===== src/rtl/parking_gate_controller.sv =====
// parking_gate_controller
//   Decodes car passages on an entry lane and an exit lane, each watched by a
//   pair of photo sensors. Completed passages are serialised into one-cycle
//   enter/exit pulses for the occupancy counter. A passage that would overflow
//   or underflow the lot is discarded with a drop pulse.
//
//   Ports:
//     clk, Reset          clock, synchronous active-high reset
//     in_a, in_b          entry-lane sensors (a outer, b inner), 1 = blocked
//     out_a, out_b        exit-lane sensors (a inner, b outer), 1 = blocked
//     count[WIDTH-1:0]    current occupancy from the counter
//     enter, exit, drop   registered one-cycle service pulses (mutually exclusive)
//     full, empty         combinational occupancy status
//     gate_in_open        combinational entry-gate enable
//     seq_err[1:0]        registered one-cycle illegal-sequence pulse, bit0 entry, bit1 exit

// One lane decoder. done is high in the cycle whose sampled sensors
// complete a passage (B -> IDLE).
module parking_gate_lane (
    input  logic clk,
    input  logic Reset,
    input  logic a,
    input  logic b,
    output logic done,
    output logic seq_err
);
    typedef enum logic [2:0] {S_IDLE, S_A, S_AB, S_B, S_ERR} state_t;

    state_t state_q, state_d;
    logic   seq_err_q, seq_err_d;

    always_comb begin
        state_d = state_q;
        done    = 1'b0;
        case (state_q)
            S_IDLE: case ({a, b})
                2'b10:   state_d = S_A;
                2'b00:   state_d = S_IDLE;
                default: state_d = S_ERR;
            endcase
            S_A: case ({a, b})
                2'b11:   state_d = S_AB;
                2'b00:   state_d = S_IDLE;   // backed out, no request
                2'b10:   state_d = S_A;
                default: state_d = S_ERR;
            endcase
            S_AB: case ({a, b})
                2'b01:   state_d = S_B;
                2'b10:   state_d = S_A;
                2'b11:   state_d = S_AB;
                default: state_d = S_ERR;
            endcase
            S_B: case ({a, b})
                2'b00: begin
                    state_d = S_IDLE;
                    done    = 1'b1;
                end
                2'b11:   state_d = S_AB;
                2'b01:   state_d = S_B;
                default: state_d = S_ERR;
            endcase
            S_ERR:   if ({a, b} == 2'b00) state_d = S_IDLE;
            default: state_d = S_IDLE;
        endcase
        // Pulse only on the edge that enters ERR, not while parked there.
        seq_err_d = (state_d == S_ERR) && (state_q != S_ERR);
    end

    always_ff @(posedge clk) begin
        if (Reset) begin
            state_q   <= S_IDLE;
            seq_err_q <= 1'b0;
        end else begin
            state_q   <= state_d;
            seq_err_q <= seq_err_d;
        end
    end

    assign seq_err = seq_err_q;
endmodule

module parking_gate_controller #(
    parameter int CAPACITY = 25,
    parameter int WIDTH    = 5
) (
    input  logic             clk,
    input  logic             Reset,
    input  logic             in_a,
    input  logic             in_b,
    input  logic             out_a,
    input  logic             out_b,
    input  logic [WIDTH-1:0] count,
    output logic             enter,
    output logic             exit,
    output logic             full,
    output logic             empty,
    output logic             gate_in_open,
    output logic [1:0]       seq_err,
    output logic             drop
);
    localparam logic [WIDTH-1:0] CAP = WIDTH'(CAPACITY);

    // Lane index 0 = entry, 1 = exit.
    logic [1:0] sens_a, sens_b, done;
    assign sens_a = {out_a, in_a};
    assign sens_b = {out_b, in_b};

    for (genvar g = 0; g < 2; g++) begin : g_lane
        parking_gate_lane u_lane (
            .clk     (clk),
            .Reset   (Reset),
            .a       (sens_a[g]),
            .b       (sens_b[g]),
            .done    (done[g]),
            .seq_err (seq_err[g])
        );
    end

    assign full         = (count >= CAP);
    assign empty        = (count == '0);
    assign gate_in_open = !full;

    logic [1:0] pend_q, pend_d;
    logic       ptr_q, ptr_d;          // 1 = exit lane has priority
    logic       enter_q, enter_d;
    logic       exit_q, exit_d;
    logic       drop_q, drop_d;
    logic       svc_in, svc_out;

    // A lane is never serviced in two consecutive cycles (a passage spans at
    // least four samples), so count has always caught up with a lane's own
    // previous pulse before that lane is serviced again.
    always_comb begin
        svc_in  = pend_q[0] && (!pend_q[1] || !ptr_q);
        svc_out = pend_q[1] && (!pend_q[0] ||  ptr_q);

        ptr_d   = (&pend_q) ? !ptr_q : ptr_q;

        enter_d = svc_in  && !full;
        exit_d  = svc_out && !empty;
        drop_d  = (svc_in && full) || (svc_out && empty);

        // Clear the serviced bit, then merge newly completed passages.
        pend_d  = (pend_q & ~{svc_out, svc_in}) | done;
    end

    always_ff @(posedge clk) begin
        if (Reset) begin
            pend_q  <= 2'b00;
            ptr_q   <= 1'b1;
            enter_q <= 1'b0;
            exit_q  <= 1'b0;
            drop_q  <= 1'b0;
        end else begin
            pend_q  <= pend_d;
            ptr_q   <= ptr_d;
            enter_q <= enter_d;
            exit_q  <= exit_d;
            drop_q  <= drop_d;
        end
    end

    assign enter = enter_q;
    assign exit  = exit_q;
    assign drop  = drop_q;
endmodule

===== config.mk =====
export PLATFORM = sky130hd
export DESIGN_NAME = parking_gate_controller
export DESIGN_NICKNAME = d
export VERILOG_FILES = /design/src/rtl/parking_gate_controller.sv
export SDC_FILE = /design/constraint.sdc
export NUM_CORES = 1
export LEC_CHECK = 0
export ABC_AREA = 1
export ABC_CLOCK_PERIOD_IN_PS = 1200
export BUFFER_PORTS_ARGS = -buffer_cell sky130_fd_sc_hd__clkbuf_2
export CORE_MARGIN = 3
export CORE_UTILIZATION = 35
export CTS_CLUSTER_SIZE = 20
export DETAILED_ROUTE_END_ITERATION = 8
export PLACE_DENSITY = 0.62
export SLEW_MARGIN = 20
export SYNTH_ARGS = -nofsm -noshare
export SYNTH_HDL_FRONTEND = slang
export SYNTH_SLANG_ARGS = --single-unit

===== constraint.sdc =====
create_clock -name clk -period 1.2 [get_ports clk]
set_input_delay 0.12 -clock clk [delete_from_list [all_inputs] [get_ports clk]]
set_output_delay 0.12 -clock clk [all_outputs]
set_load 0.005 [all_outputs]

==> results of run 1 <==
-- report_power, final --
| part | leakage, nW | internal, mW | total (mW) | switching (mW) |
|---|---|---|---|---|
| sequential | 0.114 | 0.479 | 0.496 | 0.0166 |
| clock | 0.0210 | 0.185 | 0.341 | 0.156 |
| combinational | 0.425 | 0.0595 | 0.146 | 0.0865 |
| total | 0.560 | 0.724 | 0.983 | 0.259 |
-- sequential cells by signal (all words and copies together), names as in the netlist --
name	count
drop	1
enter	1
exit	1
g_lane.u_lane.seq_err	2
g_lane.u_lane.state_q	6
pend_q	2
ptr_q	1
-- worst register-to-register path, cell delays in order (launching register included) --
cell and delay [ns]:
dfxtp_1 0.41, inv_1 0.09, nor2_1 0.13, nand2_1 0.07, nand2_1 0.08, o21ai_2 0.07, nand3_2 0.08, nor2_2 0.03
-- synthesized netlist by cell type (all sizes together) --
cell	instances
inv	23
nand3b	1
nor2	13
dfxtp	14
ha	13
nand2	28
o21ai	1
nand3	17
buf	2
nor3	3
nand4	3
o22ai	1
a21oi	4
o211ai	2
-- worst max-delay path by stage --
stage          depth (start not counted)                       end                        start  slack, ns
2_1_floorplan                          7  g_lane[0].u_lane.seq_err  g_lane[0].u_lane.state_q[1]       0.26
3_3_place_gp                           8  g_lane[1].u_lane.seq_err                        out_a       0.15
5_1_grt                                8  g_lane[0].u_lane.seq_err  g_lane[0].u_lane.state_q[2]       0.05
6_report                               7  g_lane[0].u_lane.seq_err  g_lane[0].u_lane.state_q[1]       0.14
4_1_cts                                7  g_lane[0].u_lane.seq_err  g_lane[0].u_lane.state_q[1]       0.13
3_5_place_dp                           9  g_lane[1].u_lane.seq_err                        out_b       0.09
-- through the flow --
step                      utilization [%]  power [mW]  hold slack (ns)  instances  worst slack [ns]
final                               45.13      0.9828           0.1064        173            0.1370
after CTS                           45.13       1.005          0.09448        173            0.1260
after global placement              43.58      0.6492           0.4067        169            0.1493
after floorplan                         -      0.6037           0.1891        125            0.2612
after detailed placement            43.58      0.6542           0.4116        169           0.09394
after global routing                45.13       1.055           0.1162        173           0.05314
-- routing by layer --
metal	GRT usage, %	routed length [um]	up-vias
li1	-	-	433
met1	14.09	793	346
met2	20.07	779	28
met3	3.620	118	5
met4	6.623	29	0
met5	0	0	-
-- logic make-up after synthesis --
family	after synthesis	share of synthesized area (%)
AND/OR/NAND/NOR	65	34.12
buffers and inverters	25	11.14
flip-flops	14	30.81
adder cells (fa/ha/maj)	13	17.88
AO/OA/AOI/OAI	8	6.053
-- cell type report --
class                           instances  area, sq um
Inverter                               23        86.33
Multi-Input combinational cell         86        528.0
Sequential cell                        14        280.3
Timing Repair Buffer                   18        90.09
Tap cell                               28        35.03
Clock buffer                            4        36.28
Fill cell                             251         1284
==> metrics.yaml, run 1 <==
cp-start-kind: "flop"
grt_use_total_pct: 12.17
finalNetCount: 170
rsz0062_at_grt: "no"
cts.path.max_buffers: 2
row_count: 17
relSlewSlack_pct: 83.73
syn_nets: 149
worstSetupPathType: "flop to flop"
grt_pass1_wl_um: 3174
cts_htree_levels: 1
setup_tns_ns: 0
synth_area_leaders: "dfxtp_1 31%, ha_1 18%, nand2_1 11%, nand3_1 8.8%, inv_1 6.2%"
worstPathMaxFanout: 5
wl_per_cell_um: 9.942
fp.dieH_um: 56.98
insertion_delay_ns: 0.28
hpwl_um: 1394
slowest_stage: "dfxtp_1"
syn_to_final_growth_pct: 16.09
reg2reg_depth: 7
tritoncts.num_buffers: 3
synth_top_cell_area_share_pct: 30.81
synthCells: 125
vias_per_cell: 4.694
grt_max_degree: 9
yosys_warnings: 0
num_io_pins: 19
yosysTopAreaCell: "dfxtp_1"
io_buffers: 18
tightestPinTransition_ns: 0.2437
synth_seq_area_share_pct: 30.81
synth-seq-cells: 14
reg2reg_from: "g_lane[0].u_lane.state_q[1]"
dieArea_sq_um: 3247
clk_pin_slew_worst_paths_ns: 0.08
hold_path_depth: 2
rrSetupSlack_ns: 0.14
min_to: "g_lane[0].u_lane.state_q[2]"
hold_viol_final: 0
leakage_nw: 0.5599
syn_area_per_cell_sq_um: 7.277
critPathMaxStageDelay_ns: 0.41
first_global_vias: 809
ctsResizeCount: 0
cp.required_ns: 1.39
syn-cell-area_sq_um: 909.6
clock-sinks: 14
maxCapViolCount: 0
totalWireLength_um: 1720
place_congestion: 0.8309
drt_iter0_drc: 29
finalCriticalPeriod_ns: 1.063
setup_viol: 0
overflow: 0
cts_root_buffer: "clkbuf_4"
arrival_ns: 1.25
antenna_found_initial: 0
fin_crit_sh_pct: 88.58
n_antenna_cell: 0
cp_common_cell: "nand2_1"
irDropWorstVdd_mv: 0.4848
drc_errors: 0
powerDensity_nw_per_um2: 930.7
hold_buffers: 0
run_status: "completed"
crit_chain: "inv_1, nor2_1, nand2_1, nand2_1, o21ai_2, nand3_2, nor2_2"
initial_core_util_pct: 38.88
yosys.cell_types.count: 19
cp_top_family: "flip-flops"
layout_common_cells: "27 x nand2_1, 18 x clkbuf_2, 16 x nand3_1"
cp.buffers_inverters: 1
fp.dieW_um: 56.98
skew_ns: 0.001530
postRouteAntennaNets: 0
dr.pass1.iters: 4
num_vias: 812
fmax_mhz: 940.8
hp-class: "input pin to flop"
post_cts_buffers: 0
core_area_sq_um: 2340
tritoncts: "done"
min-delay-start: "Reset"
rr_endpoint: "g_lane[0].u_lane.seq_err"
layout.cells.most_common: "nand2_1"
finalInstanceArea_sq_um: 1056
placed_area_sq_um: 1020
drive_gt1_share_pct: 27.59
cp-end-kind: "flop"
drv_slew: 0
Power figures use the tool's default switching activity.
==> inputs of run 2 (changes only) <==
--- a/config.mk
+++ b/config.mk
@@ -6,7 +6,7 @@
 export NUM_CORES = 1
 export LEC_CHECK = 0
 export ABC_AREA = 1
-export ABC_CLOCK_PERIOD_IN_PS = 1200
+export ABC_CLOCK_PERIOD_IN_PS = 1100
 export BUFFER_PORTS_ARGS = -buffer_cell sky130_fd_sc_hd__clkbuf_2
 export CORE_MARGIN = 3
 export CORE_UTILIZATION = 35
==> constraint.sdc (replaced) <==
create_clock -name clk -period 1.1 [get_ports clk]
set_input_delay 0.11 -clock clk [delete_from_list [all_inputs] [get_ports clk]]
set_output_delay 0.11 -clock clk [all_outputs]
set_load 0.005 [all_outputs]
==> metrics.yaml, run 2 (synthesis results as in run 1) <==
placed_area_sq_um: 1020  # unchanged
tritoncts: "done"
grt_max_degree: 9  # unchanged
worstPathMaxFanout: 5  # unchanged
cp-start-kind: "flop"
critPathMaxStageDelay_ns: 0.38  # -0.03 ns
tightestPinTransition_ns: 0.2382  # -0.005509 ns
io_buffers: 18  # unchanged
layout.cells.most_common: "nand2_1"
layout_common_cells: "27 x nand2_1, 18 x clkbuf_2, 16 x nand3_1"
totalWireLength_um: 1754  # +2.0%
largest_reg_flops: 6  # unchanged
clk_pin_slew_worst_paths_ns: 0.09  # about the same
relSlewSlack_pct: 84.10  # +0.37 points
cts_root_buffer: "clkbuf_4"
setup_tns_ns: 0  # unchanged
syn_to_final_growth_pct: 16.92
maxCapViolCount: 0  # unchanged
skew_ns: 0.002626  # +0.001096 ns
vias_per_cell: 4.775  # +1.7%
fp.dieH_um: 56.98  # unchanged
worstSetupPathType: "flop to flop"
ctsResizeCount: 0  # unchanged
finalInstanceArea_sq_um: 1064  # +0.71%
antenna_found_initial: 0  # unchanged
cts_htree_levels: 1  # unchanged
n_antenna_cell: 0  # unchanged
hold_buffers: 0  # unchanged
largest_register: "g_lane.u_lane.state_q"
num_io_pins: 19  # unchanged
drt_iter0_drc: 32  # +10%
powerDensity_nw_per_um2: 1014  # +8.9%
swShare_pct: 26.67  # +0.29 points
hpwl_um: 1387  # -0.49%
dieArea_sq_um: 3247  # unchanged
setup_viol: 0  # unchanged
cp.required_ns: 1.28  # -0.11 ns
fin_crit_sh_pct: 90.61  # +2.0 points
clock-sinks: 14  # unchanged
finalNetCount: 170  # unchanged
crit_chain: "nor2_2, o211ai_2, nand2_1, inv_2, nand3_1, nor2_1"
postRouteAntennaNets: 0  # unchanged
drv_slew: 0  # unchanged
first_global_vias: 803  # -0.74%
final.fill_count: 246  # -2.0%
run_status: "completed"
internal_power_mw: 0.7907  # +9.3%
num_vias: 826  # +1.7%
post_cts_buffers: 0  # unchanged
placedCellCount: 169  # unchanged
slowest_stage: "dfxtp_1"
cp_top_family: "flip-flops"
power_switching_mw: 0.2875  # +11%
cp.buffers_inverters: 1  # unchanged
drc_errors: 0  # unchanged
row_count: 17  # unchanged
hold_viol_final: 0  # unchanged
wl_per_cell_um: 10.14  # +2.0%
irDropWorstVdd_mv: 0.7321  # +51%
fin_util_pct: 45.45  # +0.32 points
grt_use_total_pct: 12.22  # +0.047 points
arrival_ns: 1.18  # -0.07 ns
comb_power_share_pct: 14.9  # about the same
core_area_sq_um: 2340  # unchanged
drive_gt1_share_pct: 31.03  # +3.4 points
p_clk_share_pct: 34.7  # about the same
cp-end-kind: "flop"
finalCriticalPeriod_ns: 0.9967  # -0.06625 ns
leakage_nw: 0.5612  # +0.22%
seq_power_share_pct: 50.3  # about the same
tritoncts.num_buffers: 3  # unchanged
fp.dieW_um: 56.98  # unchanged
grt_pass1_wl_um: 3174  # unchanged
insertion_delay_ns: 0.28  # about the same
hp-class: "input pin to flop"
cts.path.max_buffers: 2  # unchanged
place_congestion: 0.8310  # about the same
fmax_mhz: 1003  # +6.6%
initial_core_util_pct: 38.88  # unchanged
stdcell_count: 173  # unchanged
overflow: 0  # unchanged
dr.pass1.iters: 4  # unchanged
-- run 2: cell counts in the layout (fill, tap and decap cells not counted) --
No cell type changed its count.
-- run 2: layout make-up --
cell class	count	area [sq um]	area share (%)
Multi-Input combinational cell	86	530.5	49.88
Inverter	23	86.33	8.118
Tap cell	28	35.03	3.294
Timing Repair Buffer	18	90.09	8.471
Clock buffer	4	36.28	3.412
Sequential cell	14	285.3	26.82
-- run 2: metal layers --
| layer | global-route usage, % | routed length, um | part of all wire [%] |
|---|---|---|---|
| met1 | 14.09 | 768 | 44 |
| met2 | 20.55 | 792 | 45 |
| met3 | 4.525 | 158 | 9.0 |
| met4 | 4.636 | 35 | 2.0 |
| met5 | 0 | 0 | 0 |
-- run 2: stage by stage --
step | power (mW) | setup slack (ns) | hold WS [ns]
detailed placement | 0.7142 | 0.01516 | 0.4024
finish | 1.078 | 0.1033 | 0.09851
global placement | 0.7082 | 0.05486 | 0.3967
CTS | 1.094 | 0.03117 | 0.09100
floorplan | 0.6586 | 0.1612 | 0.1791
global route | 1.161 | -0.006649 | 0.1037
-- run 2: power groups by stage --
| stage | Combinational, mW | Sequential [mW] | Clock (mW) |
|---|---|---|---|
| floorplan | 0.110 | 0.549 | 0 |
| global placement | 0.156 | 0.552 | 0 |
| detailed placement | 0.162 | 0.553 | 0 |
| CTS | 0.162 | 0.541 | 0.391 |
| global route | 0.191 | 0.546 | 0.424 |
| finish | 0.161 | 0.543 | 0.374 |
-- run 2: path summary, 6_finish.rpt --
kind | start | end | cells past startpoint | slack (ns)
worst max register to register | g_lane[1].u_lane.state_q[2] | g_lane[1].u_lane.seq_err | 6 | 0.10
worst min-delay path | Reset | g_lane[0].u_lane.state_q[1] | 2 | 0.1
worst max-delay path | g_lane[1].u_lane.state_q[2] | g_lane[1].u_lane.seq_err | 6 | 0.10
worst min register to register | ptr_q | pend_q[0] | 2 | 0.49
